--- config.mk ---
export PLATFORM = sky130hd
export DESIGN_NAME = tpu_result_serializer
export DESIGN_NICKNAME = d
export VERILOG_FILES = /design/src/rtl/tpu_result_serializer.sv
export SDC_FILE = /design/constraint.sdc
export NUM_CORES = 1
export LEC_CHECK = 0
export CAP_MARGIN = 30
export CELL_PAD_IN_SITES_DETAIL_PLACEMENT = 1
export CELL_PAD_IN_SITES_GLOBAL_PLACEMENT = 1
export CORE_MARGIN = 2
export CORE_UTILIZATION = 37
export CTS_BUF_LIST = sky130_fd_sc_hd__clkbuf_4 sky130_fd_sc_hd__clkbuf_8
export CTS_CLUSTER_DIAMETER = 80
export DETAILED_ROUTE_END_ITERATION = 10
export PLACE_DENSITY_LB_ADDON = 0.1
export SETUP_SLACK_MARGIN = 0.05
export SYNTH_ARGS = -nofsm -noshare
export SYNTH_HDL_FRONTEND = slang
export SYNTH_SLANG_ARGS = --single-unit
--- constraint.sdc ---
create_clock -name clk -period 2.4 [get_ports clk]
set_input_delay 0.24 -clock clk [delete_from_list [all_inputs] [get_ports clk]]
set_output_delay 0.24 -clock clk [all_outputs]
set_load 0.05 [all_outputs]
--- src/rtl/tpu_result_serializer.sv ---
// Captures the four 16-bit systolic-array results and streams them out one byte per handshake.
// Optional build macro TPU_OUT_SAT8_EN: saturate each result to signed 8 bits and send 4 bytes instead of 8.
module tpu_result_serializer (
    input  logic               clk,
    input  logic               rst,
    input  logic               load,
    input  logic signed [15:0] results [0:3],
    output logic [7:0]         out_data,
    output logic               out_valid,
    input  logic               out_ready,
    output logic               busy,
    output logic               done,
    output logic [2:0]         byte_idx
);

`ifdef TPU_OUT_SAT8_EN
    localparam int NB = 4;
`else
    localparam int NB = 8;
`endif
    localparam logic [2:0] LAST_IDX = 3'(NB - 1);

    typedef enum logic [1:0] {IDLE, SEND, DONE} state_t;

    state_t             state, state_next;
    logic [7:0]         data_next;
    logic [2:0]         idx_next;
    logic               capture;
    logic signed [15:0] shadow [0:3];

`ifdef TPU_OUT_SAT8_EN
    function automatic logic [7:0] byte_at(input logic signed [15:0] r [0:3],
                                           input logic [2:0] idx);
        logic signed [15:0] v;
        v = r[idx[1:0]];
        // Upper nine bits all equal means the value already fits in a signed byte.
        if (v[15:7] == 9'h000 || v[15:7] == 9'h1FF)
            return v[7:0];
        else if (v[15])
            return 8'h80;
        else
            return 8'h7F;
    endfunction
`else
    function automatic logic [7:0] byte_at(input logic signed [15:0] r [0:3],
                                           input logic [2:0] idx);
        logic signed [15:0] v;
        v = r[idx[2:1]];
        return idx[0] ? v[15:8] : v[7:0];
    endfunction
`endif

    // NOTE: every signal written here gets a default first so no path leaves it unassigned (no latches).
    always_comb begin
        state_next = state;
        idx_next   = byte_idx;
        data_next  = out_data;
        capture    = 1'b0;
        case (state)
            IDLE: begin
                idx_next  = 3'd0;
                data_next = 8'h00;
                if (load) begin
                    capture    = 1'b1;
                    state_next = SEND;
                    // Shadow is not written yet, so byte 0 comes straight from the inputs.
                    data_next  = byte_at(results, 3'd0);
                end
            end
            SEND: begin
                if (out_ready) begin
                    if (byte_idx == LAST_IDX) begin
                        state_next = DONE;
                        idx_next   = 3'd0;
                        data_next  = 8'h00;
                    end else begin
                        idx_next  = byte_idx + 3'd1;
                        data_next = byte_at(shadow, byte_idx + 3'd1);
                    end
                end
            end
            DONE: begin
                state_next = IDLE;
                idx_next   = 3'd0;
                data_next  = 8'h00;
            end
            default: begin
                state_next = IDLE;
                idx_next   = 3'd0;
                data_next  = 8'h00;
            end
        endcase
    end

    // NOTE: sequential state uses non-blocking assignments so all registers update from pre-edge values.
    always_ff @(posedge clk) begin
        if (rst) begin
            state    <= IDLE;
            out_data <= 8'h00;
            byte_idx <= 3'd0;
            // NOTE: the shadow array is reset too, so an aborted set leaves no stale result behind.
            shadow   <= '{default: '0};
        end else begin
            state    <= state_next;
            out_data <= data_next;
            byte_idx <= idx_next;
            if (capture)
                shadow <= results;
        end
    end

    // Flags decode state only, keeping out_ready off any path to out_valid.
    assign out_valid = (state == SEND);
    assign busy      = (state != IDLE);
    assign done      = (state == DONE);

endmodule

Yosys cells after proc, flatten, opt, wreduce, memory -nomap -nowiden
Index checks and enable logic that the tools add are counted.
{"block": "totals", "ff_bits": 77, "out_inout_bits": 14}
{"block": "classes", "addsub": 1, "order_cmp": 1, "eq_ne": 6, "n_mux": 15, "bitwise": 2, "reduce_logical": 4}
{"cell": "16-bit binary-select mux with 2-bit select", "n": 1}
{"cell": "16-bit two-way mux", "n": 2}
{"cell": "8-bit two-way mux", "n": 4}
{"cell": "8-bit one-hot mux with 2 select lines", "n": 1}
{"cell": "2-bit two-way mux", "n": 3}
{"cell": "2-bit by 1-bit != test with 1-bit output (second input constant)", "n": 2}
{"cell": "2-bit one-hot mux with 2 select lines", "n": 1}
{"cell": "3-bit by 1-bit adder with 3-bit output (second input constant)", "n": 1}
{"cell": "3-bit equality test (second input constant)", "n": 1}
{"cell": "3-bit >= comparator (second input constant)", "n": 1}
{"cell": "3-bit two-way mux", "n": 1}
{"cell": "2-bit inverter with 3-bit output", "n": 1}
{"cell": "3-bit AND reduction", "n": 1}
{"cell": "2-bit by 1-bit equality test with 1-bit output (second input constant)", "n": 1}
{"cell": "2-bit equality test (second input constant)", "n": 1}
{"cell": "2-bit logical NOT", "n": 1}
{"cell": "1-bit two-way mux", "n": 2}
{"cell": "2-bit != test (second input constant)", "n": 1}
{"cell": "2-bit nonzero test", "n": 1}
{"cell": "2-bit OR reduction", "n": 1}
{"cell": "1-bit inverter", "n": 1}

Logic depth before layout (Yosys ltp)
{"block": "depth", "word_depth": 9, "depth_mapped": 7, "mapped_depth_nobuf": 5}

Least setup slack after synthesis
OpenSTA, ideal clock, no wires.
{"block": "synth_timing", "path_kind": "register -> register", "start": "reg byte_idx[0]", "end": "reg out_data[2]", "arrival_ns": 2.262, "required_ns": 2.273, "slack_ns": 0.011, "stages_incl_launch_ff": 8, "path_buffers": 2, "synth_period_minus_slack_ns": 2.389, "path_cell_list": "dfxtp_1 -> ha_1 -> ha_1 -> buf_2 -> buf_2 -> mux4_2 -> mux2i_1 -> o21ai_0"}
{"block": "synth_via", "elab_chain_cells": 9}
{"item": "start, declared", "line": "13", "source": "output logic [2:0] byte_idx"}
{"item": "start signal, assigned", "line": "106", "source": "byte_idx <= idx_next;"}
{"item": "3-bit by 1-bit adder with 3-bit output", "line": "78", "source": "data_next = byte_at(shadow, byte_idx + 3'd1);"}
{"item": "2-bit inverter with 3-bit output (implied by the code)", "line": "48", "source": "v = r[idx[2:1]];"}
{"item": "16-bit binary-select mux with 2-bit select", "line": "48"}
{"item": "16-bit two-way mux (implied by the code) (2 in series)", "line": "48"}
{"item": "8-bit two-way mux", "line": "49", "source": "return idx[0] ? v[15:8] : v[7:0];"}
{"item": "8-bit two-way mux (*)", "line": "72", "source": "if (byte_idx == LAST_IDX) begin"}
{"item": "8-bit two-way mux (*)", "line": "71", "source": "if (out_ready) begin"}
{"item": "8-bit one-hot mux with 2 select lines (*)", "line": "59", "source": "case (state)"}
{"item": "end signal, assigned", "line": "105", "source": "out_data <= data_next;"}
{"item": "end, declared", "line": "8", "source": "output logic [7:0] out_data,"}
Mark *: on every way between the ends. The rest lies on a longest branch, timed or not. The select of a mux whose other input is x is not followed.
A chain may end at the register's enable or synchronous reset.

Worst setup path after layout
{"block": "layout_timing", "start": "reg state[0]", "end": "out out_valid"}
{"block": "layout_via", "elab_chain_cells": 1}
{"item": "start, declared", "line": "25", "source": "state_t state, state_next;"}
{"item": "start signal, assigned", "line": "104", "source": "state <= state_next;"}
{"item": "2-bit by 1-bit equality test with 1-bit output", "line": "113", "source": "assign out_valid = (state == SEND);"}
{"item": "end, declared", "line": "9", "source": "output logic out_valid,"}
Every way passes these cells.

==> impl_results.md <==
* Status: completed
* Setup CP Type: reg -> out
* Cells after Synth at 369
* Clock sinks at between 70 and 80
* Footprint of the multi-input gates at 1560 um2
* # IOs at ~80
* Initial Utilization at 37.5%
* Largest net degree at the start of global routing at 68
* Final Cycle Share at 84.7%
* Grt total ovfl at 0
* CP required at between 2000 and 2500 ps
* Seq. cell area at 1540 um2
* Final WL at between 9 and 10 mm
* Wire per inst at 16.3 um
* Final setup fails at 0
* Vias in the first global route at 2936
* Setup Skew at 9.23 ps
* Worst Path Max Fanout at 8
* Synth Cell Area at 3230 um2
* Post-synth EDFFs at 0
* H-tree depth at 3
* Fmax at 0.492 GHz
* Yosys warns at 0
* Avg Cell Area, Syn at 8.74 um2
* Synth Net Count at 439
* IO buf count at between 80 and 90
* Register area share after synthesis at 47.8%
* Initial DRT Pass Iterations at 4
* Final Hold Viols at 0
* Power, Total at about 3 mW
* Clock Path Buffers at 2
* CTS tree: yes
* CTS Hold Bufs at 0
* Critical Path, Cell by Cell: and2b_2 > clkdlybuf4s50_1
* Cell Pwr Density at 693 nW/um2
* # Max-Cap Violations at 0
* Ys async rst share at 0%
* FILL cells at 973
* Slew HR at 51.2%
* Layout area overhead at 35.8%
* Routed via count at around 2800
* Synth cell count leaders: nand2_1, dfxtp_1, a21oi_1, clkbuf_1, mux4_2
* Share of cells above drive strength 1 at 12.1%
* RSZ-0062 raised after global routing: no
* Cts bufs inserted at 9
* DIE HEIGHT at 97.4 um
* Max VDD drop at approximately 0.00027 V
* Min Clock Period, post-route at 2030 ps
* Arrival time at the worst endpoint at ~1800 ps
* Least-Margin Pin Slew at 732 ps
* Setup crit start kind: register
* WP buf/inv at 1
* Leakage at between 1.5 and 2 nW
* Distinct cells, synth at 28
* First-pass GRT wire length at 14.3 mm
* Dpl hpwl at 6.30 mm
* Hold Crit Class: in -> reg
* Resized cells post-CTS at 0
* Yosys reg bits at 77
* GP Congestion at 0.797
* Die ar. at between 9000 and 10000 um2
* Skew-Pair Late Insertion Delay at around 340 ps
* CP endpoint kind: output pin
* Worst-path clk slew at 70 ps
* CP peak stage delay at 790 ps
* Top delay family on crit path: buffers and inverters
* Most common cell in the netlist: nand2_1
* Final nets at between 500 and 600
* TNS Setup at 0 ps
* All-layer global routing usage at 19.0%
* Setup Buffers After CTS at 0
* Initial antenna violation count at 0
* Area contributors post-synth: dfxtp_1, nand2_1, a21oi_1
* Residual DRC at 0
* Die X-Extent at 97.4 um
* Slowest-stage cell, CP: clkdlybuf4s50_1
* Dominant cell type by area after synthesis: dfxtp_1
* Row Count at 34
* Total core area at around 8600 um2
* Max Transition Viols Final at 0
* Vias per inst at 5.11
* Antenna Cells at 0
* 1st-iter DRT viols at a little over 60
* Main synth FF type: dfxtp_1
* DRT antenna net count at 0
* Top-area cell type share of the netlist area at 47.8%
* CTS root buf: clkbuf_8
==> per-layer routing <==
layer / vias up / track usage (%) / wire length, um
li1: 1393 / - / -
met1: 1373 / 23.2 / 4050
met2: 54 / 33.8 / 4560
met3: 9 / 3.60 / 336
met4: 0 / 6.20 / 72
met5: - / 0 / 0
==> cell families after synthesis <==
family,count (synthesis),share of synthesized area (%)
compound gates,84,14.0
flops,77,47.8
mux,27,13.9
simple gates,149,19.4
buf+inv,30,4.03
fa+ha+maj,2,0.776
==> worst min-delay path, stage by stage <==
cell and delay [ps]:
buf_2 90, or3b_4 140, nor2_1 50
==> stage by stage <==
step | area [um2] | setup WS [ps] | hold WS, ps | cells | util [%]
after floorplan | 3230 | 57.2 | 376 | 369 | -
after global placement | 4130 | 459 | 442 | 538 | 48.1
after detailed placement | 4130 | 384 | 447 | 538 | 48.1
after CTS | 4380 | 336 | 198 | 554 | 51.0
after global routing | 4380 | 276 | 215 | 554 | 51.0
final | 4380 | 368 | 217 | 554 | 51.0
==> path summary, 6_finish.rpt <==
| path | startpoint | endpoint | slack (ps) | depth (start not counted) |
|---|---|---|---|---|
| max | state[0] | out_valid | 370 | 2 |
| min | rst | state[1] | 220 | 3 |
| max reg2reg | byte_idx[0] | out_data[1] | 390 | 6 |
| min reg2reg | shadow[12] | shadow[12] | 460 | 2 |
==> final cells by class <==
cell class,count,area share (%)
Multi-Input combinational cell,262,35.6
Clock buffer,11,3.31
Sequential cell,77,35.2
Timing Repair Buffer,91,20.4
Clock inverter,5,2.43
Tap cell,108,3.08
==> cells in the final DEF (no fill, tap or decap), types with 2 or more instances in the layout <==
cell and n:
ha_1 2, a21oi_1 66, mux4_2 14, mux2_2 3, mux2i_1 10, o21ai_0 5, and2b_2 2, buf_4 9
nor4b_2 2, clkdlybuf4s50_1 80, dfxtp_1 76, nor2_1 6, nand2_1 130, a22oi_1 8, o21ai_1 2, nand2b_1 3
clkbuf_8 10, bufinv_16 3
==> power by group <==
part	switching (mW)	internal [mW]
sequential	0.0475	1.35
clock	0.479	0.735
combinational	0.212	0.212
total	0.739	2.30
==> sequential cells by signal, indices dropped and copies added (netlist names) <==
| signal | flops |
|---|---|
| shadow | 64 |
| state | 2 |
| byte_idx | 3 |
| out_data | 8 |
Power figures use the tool's default switching activity.
